===== src/rtl/step_controller.sv =====
// step_controller: debounced step/run/reset front-end that gates the datapath clock-enable; STEP_BREAKPOINT_EN adds PC breakpoint halting
module step_controller #(
    parameter int DEBOUNCE_CYCLES = 1000000,
    parameter int RUN_DIV         = 25000000,
    parameter int RST_CYCLES      = 4,
    parameter int PC_W            = 32
) (
    input  logic            clk,
    input  logic            reset,
    input  logic            btn_step_n,
    input  logic            btn_mode_n,
    input  logic            btn_cpurst_n,
    input  logic [PC_W-1:0] pc,
    input  logic [PC_W-1:0] bp_addr,
    output logic            cpu_ce,
    output logic            cpu_reset,
    output logic            running,
    output logic            halted
);
    localparam int DW = $clog2(DEBOUNCE_CYCLES + 1);
    localparam int RW = $clog2(RUN_DIV);
    localparam int TW = $clog2(RST_CYCLES + 1);
    localparam logic [1:0] S_RESET = 2'd0;
    localparam logic [1:0] S_STEP  = 2'd1;
    localparam logic [1:0] S_RUN   = 2'd2;
    localparam logic [1:0] S_HALT  = 2'd3;

    logic [2:0] raw, press;
    assign raw = {btn_cpurst_n, btn_mode_n, btn_step_n};

    for (genvar g = 0; g < 3; g++) begin : g_btn
        logic          sync1, sync2, level, pulse, done;
        logic [DW-1:0] cnt;
        assign done = (sync2 != level) && (cnt == DW'(DEBOUNCE_CYCLES - 1));
        always_ff @(posedge clk) begin
            if (reset) begin
                sync1 <= 1'b1;
                sync2 <= 1'b1;
                level <= 1'b1;
                pulse <= 1'b0;
                cnt   <= '0;
            end else begin
                sync1 <= raw[g];
                sync2 <= sync1;
                cnt   <= (sync2 == level || done) ? '0 : cnt + 1'b1;
                level <= done ? sync2 : level;
                pulse <= done & ~sync2;
            end
        end
        assign press[g] = pulse;
    end

    logic rst_p, mode_p, step_p;
    assign rst_p  = press[2];
    assign mode_p = press[1] & ~press[2];
    assign step_p = press[0] & ~|press[2:1];

    logic [1:0]    state;
    logic [RW-1:0] run_cnt;
    logic [TW-1:0] rst_cnt;
    logic          bp_armed, wrap, bp_hit;
    assign wrap = run_cnt == RW'(RUN_DIV - 1);

`ifdef STEP_BREAKPOINT_EN
    assign bp_hit = (state == S_RUN) && bp_armed && (pc == bp_addr) && wrap && !rst_p && !mode_p;
    assign halted = state == S_HALT;
`else
    logic unused_bp;
    assign unused_bp = ^{pc, bp_addr, bp_armed};
    assign bp_hit    = 1'b0;
    assign halted    = 1'b0;
`endif

    assign cpu_reset = state == S_RESET;
    assign running   = state == S_RUN;
    assign cpu_ce    = ((state == S_STEP || state == S_HALT) && step_p) ||
                       ((state == S_RUN) && wrap && !rst_p && !mode_p && !bp_hit);

    always_ff @(posedge clk) begin
        if (reset) begin
            state    <= S_RESET;
            rst_cnt  <= '0;
            run_cnt  <= '0;
            bp_armed <= 1'b0;
        end else if (rst_p) begin
            state   <= S_RESET;
            rst_cnt <= '0;
        end else begin
            case (state)
                S_RESET: begin
                    if (rst_cnt == TW'(RST_CYCLES - 1)) state <= S_STEP;
                    else rst_cnt <= rst_cnt + 1'b1;
                end
                S_STEP: begin
                    if (mode_p) begin
                        state    <= S_RUN;
                        run_cnt  <= '0;
                        bp_armed <= 1'b1;
                    end
                end
                S_RUN: begin
                    if (mode_p) state <= S_STEP;
                    else begin
                        run_cnt <= wrap ? '0 : run_cnt + 1'b1;
                        if (bp_hit) state <= S_HALT;
                        if (cpu_ce) bp_armed <= 1'b1;
                    end
                end
                default: begin
                    // Resuming from a halt skips the breakpoint once so its instruction runs
                    if (mode_p) begin
                        state    <= S_RUN;
                        run_cnt  <= '0;
                        bp_armed <= 1'b0;
                    end else if (step_p) state <= S_STEP;
                end
            endcase
        end
    end
endmodule


===== config.mk =====
export PLATFORM = sky130hd
export DESIGN_NAME = step_controller
export DESIGN_NICKNAME = d
export VERILOG_FILES = /design/src/rtl/step_controller.sv
export SDC_FILE = /design/constraint.sdc
export NUM_CORES = 1
export LEC_CHECK = 0
export ABC_AREA = 1
export BUFFER_PORTS_ARGS = -buffer_cell sky130_fd_sc_hd__buf_2
export CORE_UTILIZATION = 52
export DETAILED_ROUTE_END_ITERATION = 8
export GPL_ROUTABILITY_DRIVEN = 1
export PLACE_DENSITY = 0.78
export SLEW_MARGIN = 30
export SYNTH_ARGS = -nofsm -noshare
export SYNTH_HDL_FRONTEND = slang
export SYNTH_SLANG_ARGS = --single-unit
export TNS_END_PERCENT = 10

===== constraint.sdc =====
create_clock -name clk -period 2.05 [get_ports clk]
set_input_delay 0.1025 -clock clk [delete_from_list [all_inputs] [get_ports clk]]
set_output_delay 0.1025 -clock clk [all_outputs]
set_load 0.02 [all_outputs]

==> metrics.txt, run 1 <==
maxcap violations 0; worst endpoint required time 2350 ps; antenna-violating nets left 0; metal1 wirelength 5080 µm; Pwr Total 0.00371 W; post-layout util 59.6%; outcome complete, no violations; number of synthesized register bits 102; Max Fclk 0.512 GHz; initial antenna violation count 0; Root Driver clkbuf_8; Setup violations, final 0; CP max FO 8; Starting Density 54.5%; largest net degree at the start of global routing 21; routed wl met2 5110 µm; setup slack, reg-to-reg 100 ps; Reg power frac 55.6%; setup TNS 0 ps; number of buffers created by CTS 9; layout cell share with drive strength beyond 1 8.89%; Post-Syn Area per Cell 6.83 µm²; Final Net Count 847; DR iter-0 viols 249; switching share of power 26.6%; overall global routing resource usage 21.9%; Final Wtd Congestion 0.916; WHS 140 ps; final worst path period share 95.3%; final WL 10800 µm; critical path type flop to flop; DRC viols 0; n_diodes 0; Clk pwr share 35.8%; Core Area 9420 µm²; setup ws final 95.6 ps; max-slew violation count 0; synthesized cell area 5130 µm²; maximum vdd drop 0.000426 V; final hold viol count 0; Hold Crit Class input pin to flop; DR WL/cell 11.9 µm; Highest Signal Layer met4; vias in the first global route 4425; Die W 101 µm; site row count 35; worst stage delay on the critical path 350 ps; TritonCTS clock tree done; CP Launch Type flop; die footprint 10300 µm²; Area Growth Syn to Fin 9.39%; I/O pin count 73; met3 WL post-DR 416 µm; Layout Skew 9.21 ps; Pleak 1.97 nW; via count 4696; DR vias/cell 5.19; Switch Pwr 0.000988 W; dpl ws 95.2 ps; Synth warnings 0; post-route minimum period 1950 ps; Clock Latency Late Sink 360 ps; CTS max path bufs 2; Crit path max-delay family simple AND/OR/NAND/NOR gates; H-tree depth 3; FFs w/ async S/R, synth 0%; Worst path slowest cell dfxtp_1; internal power 0.00273 W; register area share after synthesis 39.8%; Buf+Inv Stages, Crit Path 1; hpwl dp 7650 µm; post-synth net total 827; # port buffers 7; Setup crit end kind flop; Arrival @ worst endpoint 2260 ps; P per Cell Area 662 nW/µm²; Die Ht 101 µm; combinational share of power 8.7%; Synth Flop Type dfxtp_1; Yosys cell types 32; Synth Instances 751; Initial DRT Pass Iterations 4; most frequent CP cell nand2_4; CTS sink count 102; Reg clk slew, reported paths 110 ps; worst path cell trace inv_1, nor2_2, ha_1, nor2_2, nand2_4, nor3_4, nand2_2, nand2_4, nand2_4, nor2_1; first-pass GRT wire length 18400 µm; gr ovfl total 0; Post-synth EDFFs 0
tightest hold or removal path: cells and delay by family:
family                 cells  cell delay, ps
buffers and inverters      2             310
AO/OA/AOI/OAI              1              50
repair_timing:
action / 4_1_cts / 5_1_grt
endpoints found under the hold margin: 3 / 0
setup buffers: 0 / 3
gates resized for setup: 0 / 10
hold buffers: 3 / 0
setup endpoints to repair: 0 / 34
power groups by stage:
stage / logic, W / clock network, W / registers, W
detailed placement: 0.000307 / 0 / 0.00211
global placement: 0.000284 / 0 / 0.00211
finish: 0.000322 / 0.00133 / 0.00206
CTS: 0.000314 / 0.00135 / 0.00206
floorplan: 0.000235 / 0 / 0.00210
global route: 0.000354 / 0.00144 / 0.00207
sequential cells by signal, summed over array words and instances (netlist names):
name / count
state: 2
rst_cnt: 3
g_btn.sync2: 3
g_btn.pulse: 3
g_btn.cnt: 60
g_btn.sync1: 3
g_btn.level: 3
run_cnt: 25
kinds of logic after synthesis:
kind of cell / synth area share, %
and+or+nand+nor: 38.1
adders and majority gates: 1.71
DFF: 39.8
xor gates and xnor gates: 6.83
buffers and inverters: 8.05
other: 0.0731
AOI/OAI and AO/OA: 5.44
routing by layer:
layer / vias to the layer above / track usage, %
li1: 2425 / -
met1: 2134 / 27.5
met2: 119 / 37.8
met3: 18 / 3.93
met4: 0 / 7.92
met5: - / 0
layout make-up:
| class | count | area (µm²) |
|---|---|---|
| flip-flops and latches | 102 | 2040 |
| well taps | 129 | 161 |
| fillers | 828 | 3800 |
| repair buffers | 21 | 151 |
| inverters | 93 | 352 |
| clock inverters | 7 | 81.3 |
| clock buffers | 9 | 124 |
| multi-input cells | 544 | 2700 |
cell usage in the layout (no fill, tap or decap), types with 2 or more instances in the layout:
| master | instances |
|---|---|
| nand2_2 | 2 |
| nand3_1 | 57 |
| a211oi_1 | 2 |
| nor3b_1 | 3 |
| buf_2 | 7 |
| nor4_1 | 2 |
| o21ai_0 | 12 |
| buf_4 | 10 |
| nand2_4 | 4 |
| inv_1 | 89 |
| nor2_2 | 8 |
| inv_2 | 2 |
| nor2_1 | 145 |
| xnor2_1 | 11 |
| nand4_1 | 25 |
| clkinvlp_4 | 2 |
| nand3b_1 | 6 |
| nor3_1 | 24 |
| a31o_2 | 2 |
| a21oi_1 | 33 |
| dlygate4sd3_1 | 3 |
| or2_2 | 12 |
| dfxtp_1 | 101 |
| nand2_1 | 154 |
| clkbuf_8 | 9 |
| inv_8 | 2 |
| xor2_1 | 29 |
| ha_1 | 6 |
cell usage after synthesis, drive strengths merged, types with 3 or more instances:
library cell	instances	area, µm²
nor2	153	587
or2	12	75.1
nor3	25	136
nand3b	6	45.0
inv	92	345
xnor2	11	96.3
nand2	160	628
nand4	25	156
o21ai	12	60.1
a21oi	33	165
clkbuf	3	11.3
ha	7	87.6
nand3	57	285
dfxtp	102	2040
buf	9	52.6
xor2	29	254
nor3b	3	22.5
stage by stage:
step / instances / instance area [µm²]
floorplan: 751 / 5130
global placement: 883 / 5330
detailed placement: 883 / 5330
CTS: 902 / 5560
global route: 905 / 5610
finish: 905 / 5610
worst paths after layout:
| path | startpoint | endpoint | cells after the start |
|---|---|---|---|
| worst min register to register | g_btn[0].sync1 | g_btn[0].sync2 | 1 |
| worst max register to register | state[1] | run_cnt[2] | 10 |
| worst min-delay path | reset | run_cnt[10] | 3 |
| worst max-delay path | state[1] | run_cnt[2] | 10 |
No activity file was read; power rests on OpenSTA's default activity.
==> run 2: changes to the inputs <==
Settings changed: CORE_UTILIZATION 52 to 55, PLACE_DENSITY 0.78 to 0.79.
Clock period 2.05 ns to 2.2 ns, I/O delays scaled along.
==> metrics.txt, run 2 (same netlist as run 1, synthesis figures left out) <==
most frequent cells in the layout nand2_1, nor2_1, dfxtp_1 (unchanged); largest registers g_btn.cnt (60), run_cnt (25) (unchanged); overall global routing resource usage 23.2% (was 21.9%); CTS sink count 102 (unchanged); TritonCTS clock tree done (unchanged); Initial DRT Pass Iterations 5 (was 4); Setup crit end kind output port (was flop); Area Growth Syn to Fin 7.83% (was 9.39%); Root Driver clkbuf_8 (unchanged); I/O pin count 73 (unchanged); Hold Crit Class input pin to flop (unchanged); CP Launch Type flop (unchanged); critical path type flop to output port (was flop to flop); Max Fclk 0.500 GHz; Starting Density 57.7% (was 54.5%); final worst path period share 90.9%; largest net degree at the start of global routing 21 (unchanged); final hold viol count 0 (unchanged); die footprint 9720 µm² (was 10300 µm²); outcome complete, no violations (unchanged); Pleak 1.96 nW (was 1.97 nW); Reg area 2040 µm² (about the same); Post-CTS Setup Inserts 0 (unchanged); CP startpoint run_cnt[1] (was state[1]); max-slew violation count 0 (unchanged); Clock Latency Late Sink 370 ps (was 360 ps); CTS max path bufs 2 (unchanged); hold path start reset (unchanged); number of buffers created by CTS 9 (unchanged); Multi-input gate area 2690 µm² (was 2700 µm²); Worst path slowest cell dfxtp_1 (unchanged); DR iter-0 viols 204 (was 249); dpl ws 215 ps (was 95.2 ps); Die Ht 98.6 µm (was 101 µm); DR WL/cell 11.9 µm (about the same); P per Cell Area 628 nW/µm² (was 662 nW/µm²); worst stage delay on the critical path 390 ps (was 350 ps); worst endpoint required time 2090 ps (was 2350 ps); Final Net Count 841 (was 847); Final Wtd Congestion 0.909 (was 0.916); Layout Skew 8.45 ps (was 9.21 ps); Reg with most FFs g_btn.cnt (unchanged); H-tree depth 3 (unchanged); Cell Area, Placed 5280 µm² (was 5330 µm²); setup ws final 199 ps (was 95.6 ps); gr ovfl total 0 (unchanged); post-route minimum period 2000 ps; commonest non-fill, non-tap cell in the layout nand2_1 (unchanged); RSZ-0062 raised after global routing no; initial antenna violation count 0 (unchanged); DRC viols 0 (unchanged); antenna-violating nets left 0 (unchanged); vias in the first global route 4580 (was 4425); Setup violations, final 0 (unchanged); site row count 34 (was 35); first-pass GRT wire length 18700 µm (was 18400 µm); worst flop-to-flop path startpoint state[1] (unchanged); layout cell share with drive strength beyond 1 7.66% (was 8.89%); max reg flops 60 (unchanged); worst path cell trace ha_1, nand3_1, nor2_2, nand2_4, o22ai_1, buf_2 (was inv_1, nor2_2, ha_1, nor2_2, nand2_4, nor3_4, nand2_2, nand2_4, nand2_4, nor2_1); final WL 10400 µm (was 10800 µm); CP max FO 13 (was 8); Core Area 8890 µm² (was 9420 µm²); Arrival @ worst endpoint 1890 ps (was 2260 ps); Die W 98.6 µm (was 101 µm); n_diodes 0 (unchanged); FILL cells 816 (was 828); Reg clk slew, reported paths 100 ps (was 110 ps); DR vias/cell 5.29 (was 5.19); design area 5530 µm² (was 5610 µm²); maximum vdd drop 0.000380 V (was 0.000426 V); maxcap violations 0 (unchanged); # port buffers 7 (unchanged); via count 4649 (was 4696); hpwl dp 7830 µm (was 7650 µm); setup TNS 0 ps (unchanged)
## run 2: layout make-up
| cell class | count | share of cell area [%] |
|---|---|---|
| clock inverters | 6 | 1.38 |
| inverters | 93 | 6.33 |
| flip-flops and latches | 102 | 36.9 |
| clock buffers | 10 | 2.49 |
| well taps | 108 | 2.44 |
| repair buffers | 15 | 1.85 |
| multi-input cells | 544 | 48.6 |
## run 2: stage by stage
stage / hold slack [ps] / total power [W] / std cells / utilization [%]
detailed placement: 298 / 0.00226 / 859 / 59.3
CTS: 141 / 0.00351 / 878 / 62.1
global placement: 296 / 0.00224 / 859 / 59.3
floorplan: 214 / 0.00218 / 751 / -
finish: 148 / 0.00347 / 878 / 62.2
global route: 158 / 0.00363 / 878 / 62.2
## run 2: layer usage
layer	share of wire (%)	routed length (µm)	GRT usage, %	up-vias
met4	1.5	157	8.27	0
li1	-	-	-	2411
met1	45	4680	26.6	2126
met5	0	0	0	-
met3	4.8	502	5.32	19
met2	49	5100	42.3	93
## run 2: final timing paths
check / endpoint / slack [ps] / depth (start not counted)
worst max-delay path: cpu_ce / 200 / 6
worst min-delay path: run_cnt[1] / 150 / 2
worst max register to register: run_cnt[19] / 220 / 11
worst min register to register: g_btn[0].sync2 / 420 / 1
## run 2: where the power goes
| group | internal, W | switching [W] | leakage (nW) |
|---|---|---|---|
| registers | 0.00189 | 0.0000374 | 0.824 |
| clock network | 0.000577 | 0.000680 | 0.103 |
| logic | 0.000105 | 0.000187 | 1.04 |
## run 2: critical path: cells and delay by family (launching register included)
| kind | cells | cell delay [ps] |
|---|---|---|
| buffers and inverters | 1 | 190 |
| adder cells (fa/ha/maj) | 1 | 230 |
| AO/OA/AOI/OAI | 1 | 160 |
| AND/OR/NAND/NOR | 3 | 550 |
| flip-flops | 1 | 390 |
## run 2: timing repair
action | CTS | global route
setup endpoints to repair | 1 | 2
gates cloned | 0 | 0
hold buffers | 3 | 0
gates resized for setup | 1 | 3
pin swaps | 0 | 0
hold endpoints to repair | 3 | 0
